File: src/rtl/alu_ser_pkg.sv
// Shared constants for the ALU result serializer: state encoding, default widths
// and the beat-count / beat-counter-width helpers.
package alu_ser_pkg;

  localparam logic [0:0] IDLE = 1'b0;
  localparam logic [0:0] SEND = 1'b1;

  localparam int DEF_INPUT_WIDTH  = 16;
  localparam int DEF_OUTPUT_WIDTH = 8;

  function automatic int beats_of(input int input_width, input int output_width);
    return input_width / output_width;
  endfunction

  // A single-beat configuration still needs a one-bit counter to stay legal.
  function automatic int beat_cnt_width(input int beats);
    return (beats > 1) ? $clog2(beats) : 1;
  endfunction

endpackage

File: src/rtl/alu_result_serializer_if.sv
// Byte stream from the serializer to the TX FIFO write port.
// A beat moves on a rising clk edge where tx_valid & tx_ready; tx_data/tx_valid hold steady until then.
interface alu_result_serializer_if
  import alu_ser_pkg::*;
#(
  parameter int output_width = DEF_OUTPUT_WIDTH
);
  logic [output_width-1:0] tx_data;
  logic                    tx_valid;
  logic                    tx_ready;

  modport master (output tx_data, output tx_valid, input tx_ready);
  modport slave  (input tx_data, input tx_valid, output tx_ready);
endinterface

File: src/rtl/alu_result_serializer_rise_detect.sv
// One-flop rising-edge detector for level flags; a flag high out of reset reads as a rise.
module rise_detect (
  input  logic clk,
  input  logic rst,
  input  logic in,
  output logic rise
);

  logic in_d;

  always_ff @(posedge clk or posedge rst) begin
    if (rst) in_d <= 1'b0;
    else     in_d <= in;
  end

  assign rise = in & ~in_d;

endmodule

File: src/rtl/alu_result_serializer.sv
// Captures an ALU result on the rise of its done flag and streams it out one beat per handshake.
// Define MSB_FIRST_EN to send the most significant slice first (default is LSB first).
module alu_result_serializer
  import alu_ser_pkg::*;
#(
  parameter int input_width  = DEF_INPUT_WIDTH,
  parameter int output_width = DEF_OUTPUT_WIDTH
) (
  input  logic                   clk,
  input  logic                   rst,
  input  logic [input_width-1:0] res_in,
  input  logic                   res_flag,
  input  logic                   overrun_clr,
  alu_result_serializer_if.master tx,
  output logic                   busy,
  output logic                   overrun,
  output logic [0:0]             state_dbg
);

  localparam int BEATS = beats_of(input_width, output_width);
  localparam int BW    = beat_cnt_width(BEATS);
  localparam logic [BW-1:0] LAST_BEAT = BW'(BEATS - 1);

  logic [0:0]              state;
  logic [BW-1:0]           beat;
  logic [input_width-1:0]  hold;
  logic [output_width-1:0] data_q;
  logic                    rise;
  logic                    final_xfer;

  rise_detect u_rise (
    .clk  (clk),
    .rst  (rst),
    .in   (res_flag),
    .rise (rise)
  );

  function automatic logic [output_width-1:0] pick(input logic [input_width-1:0] word,
                                                   input logic [BW-1:0] idx);
    int sel;
    logic [input_width-1:0] shifted;
`ifdef MSB_FIRST_EN
    sel = BEATS - 1 - int'(idx);
`else
    sel = int'(idx);
`endif
    shifted = word >> (sel * output_width);
    return shifted[output_width-1:0];
  endfunction

  assign final_xfer = (state == SEND) && tx.tx_ready && (beat == LAST_BEAT);

  always_ff @(posedge clk or posedge rst) begin
    if (rst) begin
      state  <= IDLE;
      beat   <= '0;
      hold   <= '0;
      data_q <= '0;
    end else begin
      case (state)
        IDLE: begin
          if (rise) begin
            hold   <= res_in;
            beat   <= '0;
            data_q <= pick(res_in, '0);
            state  <= SEND;
          end
        end
        default: begin
          if (tx.tx_ready) begin
            if (beat == LAST_BEAT) begin
              // A rise landing on the final transfer chains straight into the next result.
              if (rise) begin
                hold   <= res_in;
                beat   <= '0;
                data_q <= pick(res_in, '0);
              end else begin
                state <= IDLE;
              end
            end else begin
              beat   <= beat + 1'b1;
              data_q <= pick(hold, beat + 1'b1);
            end
          end
        end
      endcase
    end
  end

  // Set has priority over clear so a dropped result is never silently forgotten.
  always_ff @(posedge clk or posedge rst) begin
    if (rst)                                         overrun <= 1'b0;
    else if ((state == SEND) && rise && !final_xfer) overrun <= 1'b1;
    else if (overrun_clr)                            overrun <= 1'b0;
  end

  assign tx.tx_data  = data_q;
  assign tx.tx_valid = (state == SEND);
  assign busy        = (state == SEND);
  assign state_dbg   = state;

endmodule

File: src/flat_wrapper.sv
// flat-port wrapper written by rule: the top's interface ports become plain ports
module alu_result_serializer_flat import alu_ser_pkg::*;
#(
  parameter int input_width  = DEF_INPUT_WIDTH,
  parameter int output_width = DEF_OUTPUT_WIDTH
)
  (clk, rst, res_in, res_flag, overrun_clr, busy, overrun, state_dbg, tx_tx_data, tx_tx_valid, tx_tx_ready);
  alu_result_serializer_if #(.output_width(output_width)) tx_i ();
  input  logic clk;
  input  logic rst;
  input  logic [input_width-1:0] res_in;
  input  logic res_flag;
  input  logic overrun_clr;
  output logic busy;
  output logic overrun;
  output logic [0:0] state_dbg;
  output wire logic [$bits(tx_i.tx_data)-1:0] tx_tx_data;
  output wire logic [$bits(tx_i.tx_valid)-1:0] tx_tx_valid;
  input wire logic [$bits(tx_i.tx_ready)-1:0] tx_tx_ready;
  assign tx_tx_data = tx_i.tx_data;
  assign tx_tx_valid = tx_i.tx_valid;
  assign tx_i.tx_ready = tx_tx_ready;
  alu_result_serializer #(.input_width(input_width), .output_width(output_width)) u_core (.clk(clk), .rst(rst), .res_in(res_in), .res_flag(res_flag), .overrun_clr(overrun_clr), .tx(tx_i), .busy(busy), .overrun(overrun), .state_dbg(state_dbg));
endmodule
File: config.mk
export PLATFORM = sky130hd
export DESIGN_NAME = alu_result_serializer_flat
export DESIGN_NICKNAME = d
export VERILOG_FILES = /design/src/rtl/alu_ser_pkg.sv /design/src/rtl/alu_result_serializer_if.sv /design/src/rtl/alu_result_serializer_rise_detect.sv /design/src/rtl/alu_result_serializer.sv /design/src/flat_wrapper.sv
export SDC_FILE = /design/constraint.sdc
export NUM_CORES = 1
export LEC_CHECK = 0
export ABC_AREA = 1
export CAP_MARGIN = 20
export CORE_MARGIN = 5
export CORE_UTILIZATION = 47
export DETAILED_ROUTE_END_ITERATION = 7
export GPL_TIMING_DRIVEN = 0
export PLACE_DENSITY = 0.82
export SYNTH_ARGS = -nofsm -noshare
export SYNTH_HDL_FRONTEND = slang
export SYNTH_SLANG_ARGS = --single-unit
File: constraint.sdc
create_clock -name clk -period 3.3 [get_ports clk]
set_input_delay 0.33 -clock clk [delete_from_list [all_inputs] [get_ports clk]]
set_output_delay 0.33 -clock clk [all_outputs]
set_load 0.02 [all_outputs]
; ---- Word-level counts from Yosys, hierarchy flattened
; Cells that the tools add are included.
; W data, S select, Z words.
[classes]
n_addsub = 1
eq_ne = 2
shifts = 1
muxes = 19
bitwise = 2
reduce_logical = 9
[op_table]
columns = op, n
row1 = $mux W16, 4
row2 = $mux W8, 4
row3 = $shr A16 B4 Y8, 1
row4 = $mux W1, 11
row5 = $logic_and A1 B1 Y1, 4
row6 = $ne A2 B2 Y1 const B, 2
row7 = $reduce_and A2 Y1, 2
row8 = $reduce_bool A2 Y1, 2
row9 = $add A1 B1 Y1 const B, 1
row10 = $and A1 B1 Y1, 1
row11 = $logic_not A1 Y1, 1
row12 = $not A1 Y1, 1
[word_totals]
ff_bits = 28
inputBits = 21
out_inout_bits = 12
elab_cells = 40

; ---- Logic depth before layout (Yosys ltp)
; Gate-level depths: netlist (run 1).
[depth]
word_depth = 6
depth_mapped = 6

; ---- Cells and area by module
; From an unflattened synthesis (run 1), not the netlist that was laid out.
[hier_totals]
cells_unflattened = 152
hier_area_um2 = 1102.3
[modules_own_cells]
columns = mod, instances, cells_each, area_each_um2
row1 = alu_result_serializer, 1, 148, 1063.5
row2 = rise_detect, 1, 4, 38.8

; ---- Worst setup path after synthesis (run 1)
; OpenSTA, ideal clock, no wires.
[synth_timing]
path_kind = register to register
from = register u_core.state (netlist: u_core.busy)
to = register u_core.hold[11]
setup_time_ns = 0.117
t_arrival_ns = 1.091
required_ns = 3.183
path_slack_ns = 2.092
path_stages_with_launch = 7
path_buffers = 2
period_less_slack_ns = 1.208
path_cell_list = dfrtp_1 inv_1 a21o_1 buf_6 buf_6 nand3_1 nand2_1
[synth_via]
elab_chain_len = 2
word_cells_on_any_way = 4
classes_between = eq/ne (2) / mux (1) / reduce/logical (1)
[synth_lines]
columns = item, line
row1 = from (decl), alu_result_serializer.sv:24  ; logic [0:0] state;
row2 = from (signal assigned), alu_result_serializer.sv:55  ; state <= IDLE;
row3 = from (signal assigned), alu_result_serializer.sv:66  ; state <= SEND;
row4 = from (signal assigned), alu_result_serializer.sv:78  ; state <= IDLE;
row5 = $ne A2 B2 Y1 (no line), --
row6 = $reduce_and A2 Y1 (no line), --
row7 = to (signal assigned), alu_result_serializer.sv:63  ; hold <= res_in;
row8 = to (signal assigned), alu_result_serializer.sv:74  ; hold <= res_in;
row9 = to (decl), alu_result_serializer.sv:26  ; logic [input_width-1:0] hold;
; Several ways; a longest one is shown, not always the timed one.
; A chain may end at the register's enable or synchronous reset.

; ---- Worst setup path after layout (run 1)
[layout_timing]
from = register u_core.state (netlist: u_core.busy)
to = output port state_dbg
[layout_rtl]
columns = item, line
row1 = to (decl), flat_wrapper.sv:16  ; output logic [0:0] state_dbg;
; No word-level cell between the ends.

==> impl_metrics.csv, run 1 <==
group,metric,value,unit
clocking,cts_hold_buf,0,
timing,report.final.slew_viol_count,0,
yosys,yosysTopAreaCellShare,0.509,
clocking,cts_root_buf,"clkbuf_4",
clocking,cts_buffers,3,
global_route,antenna_found_initial,0,
setup_path,worst-r2r-setup-slack,2.07,ns
detailed_routing,drc,0,
final_layout,multi_input_area,374,sq um
setup_path,path_cells,"buf_4 -> clkdlybuf4s50_1",
power_and_ir_drop,power_leakage,0.707,nW
floorplan,rows,16,
final_layout,antenna_cells,0,
floorplan,die_area,0.00311,sq mm
timing,worst_slew_pin_slew,0.778,ns
final_layout,drive_above_1_share,0.111,
yosys,synth_area_leaders,"dfrtp_1 (51%), nand2_1 (14%), nand3_1 (12%), inv_1 (5.7%), buf_6 (3.4%)",
timing,min_period,1.86,ns
clocking,clkTransAtPathRegs,0.13,ns
detailed_routing,num_vias,856,
timing,clock_skew,0.0126,ns
detailed_routing,drt-initial-drc-count,22,
yosys,syn-num-nets,138,
setup_path,crit_family,"buffers and inverters",
final_layout,syn_to_final_growth,41.3,%
clocking,post-cts-setup-buffers,0,
clocking,clkLatencyLatePin,0.31,ns
timing,finalHoldViolCount,0,
yosys,ys_types,14,
detailed_routing,via_per_inst,4.76,
yosys,avgSynthCellArea,8.41,sq um
placement,gp_congestion,0.783,
setup_path,cp.required,2.97,ns
timing,setup_viol,0,
final_layout,regArea,500,sq um
worst_hold_path,hold_path.class,"in2async",
setup_path,cp.arrival,1.53,ns
global_route,grt_max_degree,21,
outcome,status,"completed",
timing,max_freq,538,MHz
setup_path,cp.buffers_inverters,2,
floorplan,die_x,55.7,microns
detailed_routing,dr.pass1.iters,4,
timing,layout_setup_ws,1.44,ns
setup_path,crit_start,"u_core.busy$_DFF_PP0_",
clocking,clockBufferDepth,2,
setup_path,start_kind,"flip-flop",
timing,rsz0062_at_grt,"no",
detailed_routing,wire_per_inst,12.5,microns
yosys,yosysWarnings,0,
detailed_routing,finalWirelength,2250,microns
clocking,cts_resized,0,
timing,tns,0,ns
setup_path,max_stage_delay,0.60,ns
global_route,grt_usage,0.158,
yosys,yosysTopAreaCell,"dfrtp_1",
global_route,grt_pass1_vias,901,
clocking,htree_levels,1,
setup_path,cpMaxStageDelayCell,"clkdlybuf4s50_1",
clocking,clock_sinks,20,
final_layout,final_common_cell,"nand2_1",
placement,place_ws,1.67,ns
timing,finalCritPeriodShare,0.563,
final_layout,fillers,151,
floorplan,core_area,0.00198,sq mm
final_layout,utilization,0.701,
placement,dp_hpwl,1680,microns
timing,max-slew-margin-rel,0.481,
global_route,grt_pass1_wl,3950,microns
setup_path,worstRegToRegCells,4,
detailed_routing,detail-route-antenna-nets,0,
setup_path,critPathMaxFanout,7,
clocking,cts_tree,"yes",
global_route,globalRouteOverflowTotal,0,
setup_path,r2r-start,"u_core.busy$_DFF_PP0_",
yosys,seq_area_frac_synth,0.509,
floorplan,start_util,0.496,
placement,portBuffers,32,
yosys,ys_ff_latch,20,
setup_path,crit_type,"reg2out",
yosys,synth_cells,117,
setup_path,r2r_end,"u_core.tx.tx_data[2]$_DFFE_PP0P_",
run,cap_violations,0,
final_layout,fin_nets,175,
power_and_ir_drop,power_density,781,mW/mm^2
power_and_ir_drop,ir_worst_vdd,0.503,mV
floorplan,fp.dieH,55.7,microns
yosys,mappedNetlistArea,983,sq um
setup_path,critPathCaptureType,"output pin",
final_layout,layout_common_cells,"nand2_1 (37), clkdlybuf4s50_1 (32), nand3_1 (23), dfrtp_1 (20), inv_1 (15)",
floorplan,io_pins,33,
-- worst max-delay path by stage --
stage	to	slack (ns)	cells after the start
detailed placement	u_core.hold[8]$_DFFE_PP0P_	1.67	7
global placement	u_core.hold[8]$_DFFE_PP0P_	1.70	7
finish	state_dbg	1.44	2
floorplan	u_core.hold[11]$_DFFE_PP0P_	2.09	6
CTS	state_dbg	1.43	2
global route	tx_tx_valid	1.40	2
-- through the flow --
step | cell area [sq um] | power (W) | std cells | hold slack (ns)
global route | 1390 | 0.00116 | 180 | 0.520
floorplan | 983 | 0.000692 | 117 | 0.294
finish | 1390 | 0.00109 | 180 | 0.443
global placement | 1340 | 0.000874 | 176 | 0.463
detailed placement | 1340 | 0.000890 | 176 | 0.467
CTS | 1390 | 0.00109 | 180 | 0.470
-- power breakdown --
group / internal [W] / total, W / switching, W
Sequential: 0.000351 / 0.000417 / 0.0000662
Combinational: 0.000223 / 0.000465 / 0.000242
Clock: 0.000123 / 0.000203 / 0.0000804
Total: 0.000696 / 0.00109 / 0.000389
-- cells in the mapped netlist --
cell     number
o22ai_2       1
dfrtp_1      20
nand3_2       2
nand2_2       2
nor2_8        1
nand3_4       1
inv_2         1
inv_1        15
nor2_1        8
nand3_1      23
a21o_1        1
buf_4         2
buf_6         3
nand2_1      37
-- sequential cells by signal (all words and copies together) (netlist names) --
| name | flops |
|---|---|
| u_core.hold | 8 |
| u_core.tx.tx_data | 8 |
| u_core.overrun | 1 |
| u_core.u_rise.in_d | 1 |
| u_core.busy | 1 |
| u_core.beat | 1 |
-- logic make-up (layout without fill, tap and decap cells) --
group,count (synthesis),after routing,synth area share
buffers and inverters,21,57,0.111
and+or+nand+nor,74,74,0.360
DFF,20,20,0.509
AOI/OAI and AO/OA,2,2,0.0204
-- final cells by class --
cell class,instances,share of cell area
clock inverter,1,0.0216
tap,27,0.0243
buffer,5,0.0351
clock buffer,3,0.0162
multi-input combinational,76,0.269
inverter,16,0.0432
timing repair buffer,32,0.230
sequential,20,0.360
-- per-layer routing --
| layer | up-vias | GRT usage | wire (microns) |
|---|---|---|---|
| met4 | 0 | 0.0521 | 34 |
| met5 | - | 0 | 0 |
| met1 | 395 | 0.192 | 1040 |
| met3 | 5 | 0.0232 | 92 |
| met2 | 20 | 0.284 | 1090 |
| li1 | 436 | - | - |
No activity file was read; power rests on OpenSTA's default activity.
==> run 2, diff against run 1 <==
CORE_UTILIZATION = 39   (was 47)
PLACE_DENSITY = 0.73   (was 0.82)
clock period = 1.61 ns   (was 3.3 ns; I/O delays follow)
==> impl_metrics.csv, run 2 (same netlist as run 1, synthesis figures left out) <==
group,metric,value,unit
global_route,grt_max_degree,21,
setup_path,r2r-start,"u_core.beat$_DFFE_PP0P_",
global_route,grt_usage,0.131,
timing,finalCritPeriodShare,0.937,
clocking,cts_tree,"yes",
timing,tns,0,ns
setup_path,worstRegToRegCells,5,
clocking,cts_root_buf,"clkbuf_4",
final_layout,final_common_cell,"nand2_1",
power_and_ir_drop,ir_worst_vdd,0.876,mV
detailed_routing,detail-route-antenna-nets,0,
detailed_routing,via_per_inst,4.71,
placement,gp_congestion,0.733,
clocking,clkLatencyLatePin,0.29,ns
timing,setup_viol,0,
timing,min_period,1.51,ns
final_layout,antenna_cells,0,
clocking,clockBufferDepth,2,
timing,clock_skew,0.00489,ns
setup_path,path_cells,"clkdlybuf4s50_1",
setup_path,critPathCaptureType,"output pin",
final_layout,layout_common_cells,"nand2_1 (37), clkdlybuf4s50_1 (30), nand3_1 (23), dfrtp_1 (19), inv_1 (15)",
setup_path,cp.required,1.45,ns
clocking,cts_buffers,3,
floorplan,core_area,0.00245,sq mm
floorplan,fp.dieH,60.2,microns
final_layout,fin_nets,175,
timing,finalHoldViolCount,0,
timing,max_freq,663,MHz
timing,rsz0062_at_grt,"no",
placement,portBuffers,32,
setup_path,cp.arrival,1.35,ns
floorplan,start_util,0.401,
worst_hold_path,hold_path.class,"in2async",
placement,dp_hpwl,1650,microns
detailed_routing,dr.pass1.iters,4,
global_route,globalRouteOverflowTotal,0,
clocking,clock_sinks,20,
timing,report.final.slew_viol_count,0,
detailed_routing,wire_per_inst,11.7,microns
timing,layout_setup_ws,0.102,ns
setup_path,worst-r2r-setup-slack,0.39,ns
global_route,grt_pass1_vias,806,
setup_path,max_stage_delay,0.62,ns
setup_path,start_kind,"flip-flop",
floorplan,io_pins,33,
power_and_ir_drop,power_density,1480,mW/mm^2
clocking,clkTransAtPathRegs,0.10,ns
floorplan,die_area,0.00363,sq mm
clocking,htree_levels,1,
setup_path,crit_type,"reg2out",
outcome,status,"completed",
setup_path,r2r_end,"u_core.tx.tx_data[6]$_DFFE_PP0P_",
timing,max-slew-margin-rel,0.505,
floorplan,die_x,60.2,microns
final_layout,syn_to_final_growth,38.5,%
global_route,grt_pass1_wl,3610,microns
detailed_routing,drt-initial-drc-count,44,
floorplan,rows,18,
detailed_routing,num_vias,857,
placement,place_area,0.00134,sq mm
setup_path,critPathMaxFanout,7,
final_layout,drive_above_1_share,0.112,
setup_path,cpMaxStageDelayCell,"clkdlybuf4s50_1",
power_and_ir_drop,power_leakage,0.694,nW
setup_path,cp.buffers_inverters,1,
timing,fin_hold_ws,0.285,ns
placement,place_ws,0.136,ns
detailed_routing,drc,0,
run,cap_violations,0,
setup_path,crit_family,"buffers and inverters",
timing,worst_slew_pin_slew,0.742,ns
final_layout,fin_area,0.00136,sq mm
global_route,antenna_found_initial,0,
detailed_routing,finalWirelength,2130,microns
## run 2: how the worst max path moves through the flow
| stage | startpoint | endpoint | cells after the start |
|---|---|---|---|
| 2_1_floorplan | u_core.busy$_DFF_PP0_ | u_core.hold[11]$_DFFE_PP0P_ | 6 |
| 3_3_place_gp | res_flag | u_core.hold[9]$_DFFE_PP0P_ | 7 |
| 3_5_place_dp | res_flag | u_core.hold[9]$_DFFE_PP0P_ | 7 |
| 4_1_cts | u_core.busy$_DFF_PP0_ | busy | 1 |
| 5_1_grt | u_core.busy$_DFF_PP0_ | busy | 1 |
| 6_report | u_core.busy$_DFF_PP0_ | busy | 1 |
## run 2: area by class of cell
type                            instances  area (sq um)
Tap cell                               30          37.5
Sequential cell                        20           502
Multi-Input combinational cell         76           374
Inverter                               16          60.1
Timing Repair Buffer                   32           318
Clock buffer                            3          22.5
Buffer                                  5          48.8
Fill cell                             246          1090
## run 2: repair_timing
item / CTS / global route
endpoints found under the setup margin: 2 / 0
hold buffers: 0 / 0
resized for setup: 3 / 0
buffers inserted: 0 / 0
## run 2: metal layers
metal | vias to the layer above | wire (microns) | track usage | part of all wire
met5 | - | 0 | 0 | 0
met4 | 0 | 21 | 0.0475 | 0.0099
met1 | 394 | 980 | 0.186 | 0.46
li1 | 433 | - | - | -
met2 | 26 | 1000 | 0.198 | 0.47
met3 | 4 | 125 | 0.0259 | 0.059
## run 2: power breakdown
part           internal (W)  switching (W)
sequential         0.000722       0.000139
clock             0.0000870       0.000139
combinational      0.000444       0.000488
## run 2: per-stage QoR
step                 util  total power, W  instances
floorplan               -         0.00142        117
CTS                 0.555         0.00205        182
finish              0.555         0.00202        182
global route        0.555         0.00218        182
global placement    0.546         0.00180        179
detailed placement  0.546         0.00183        179
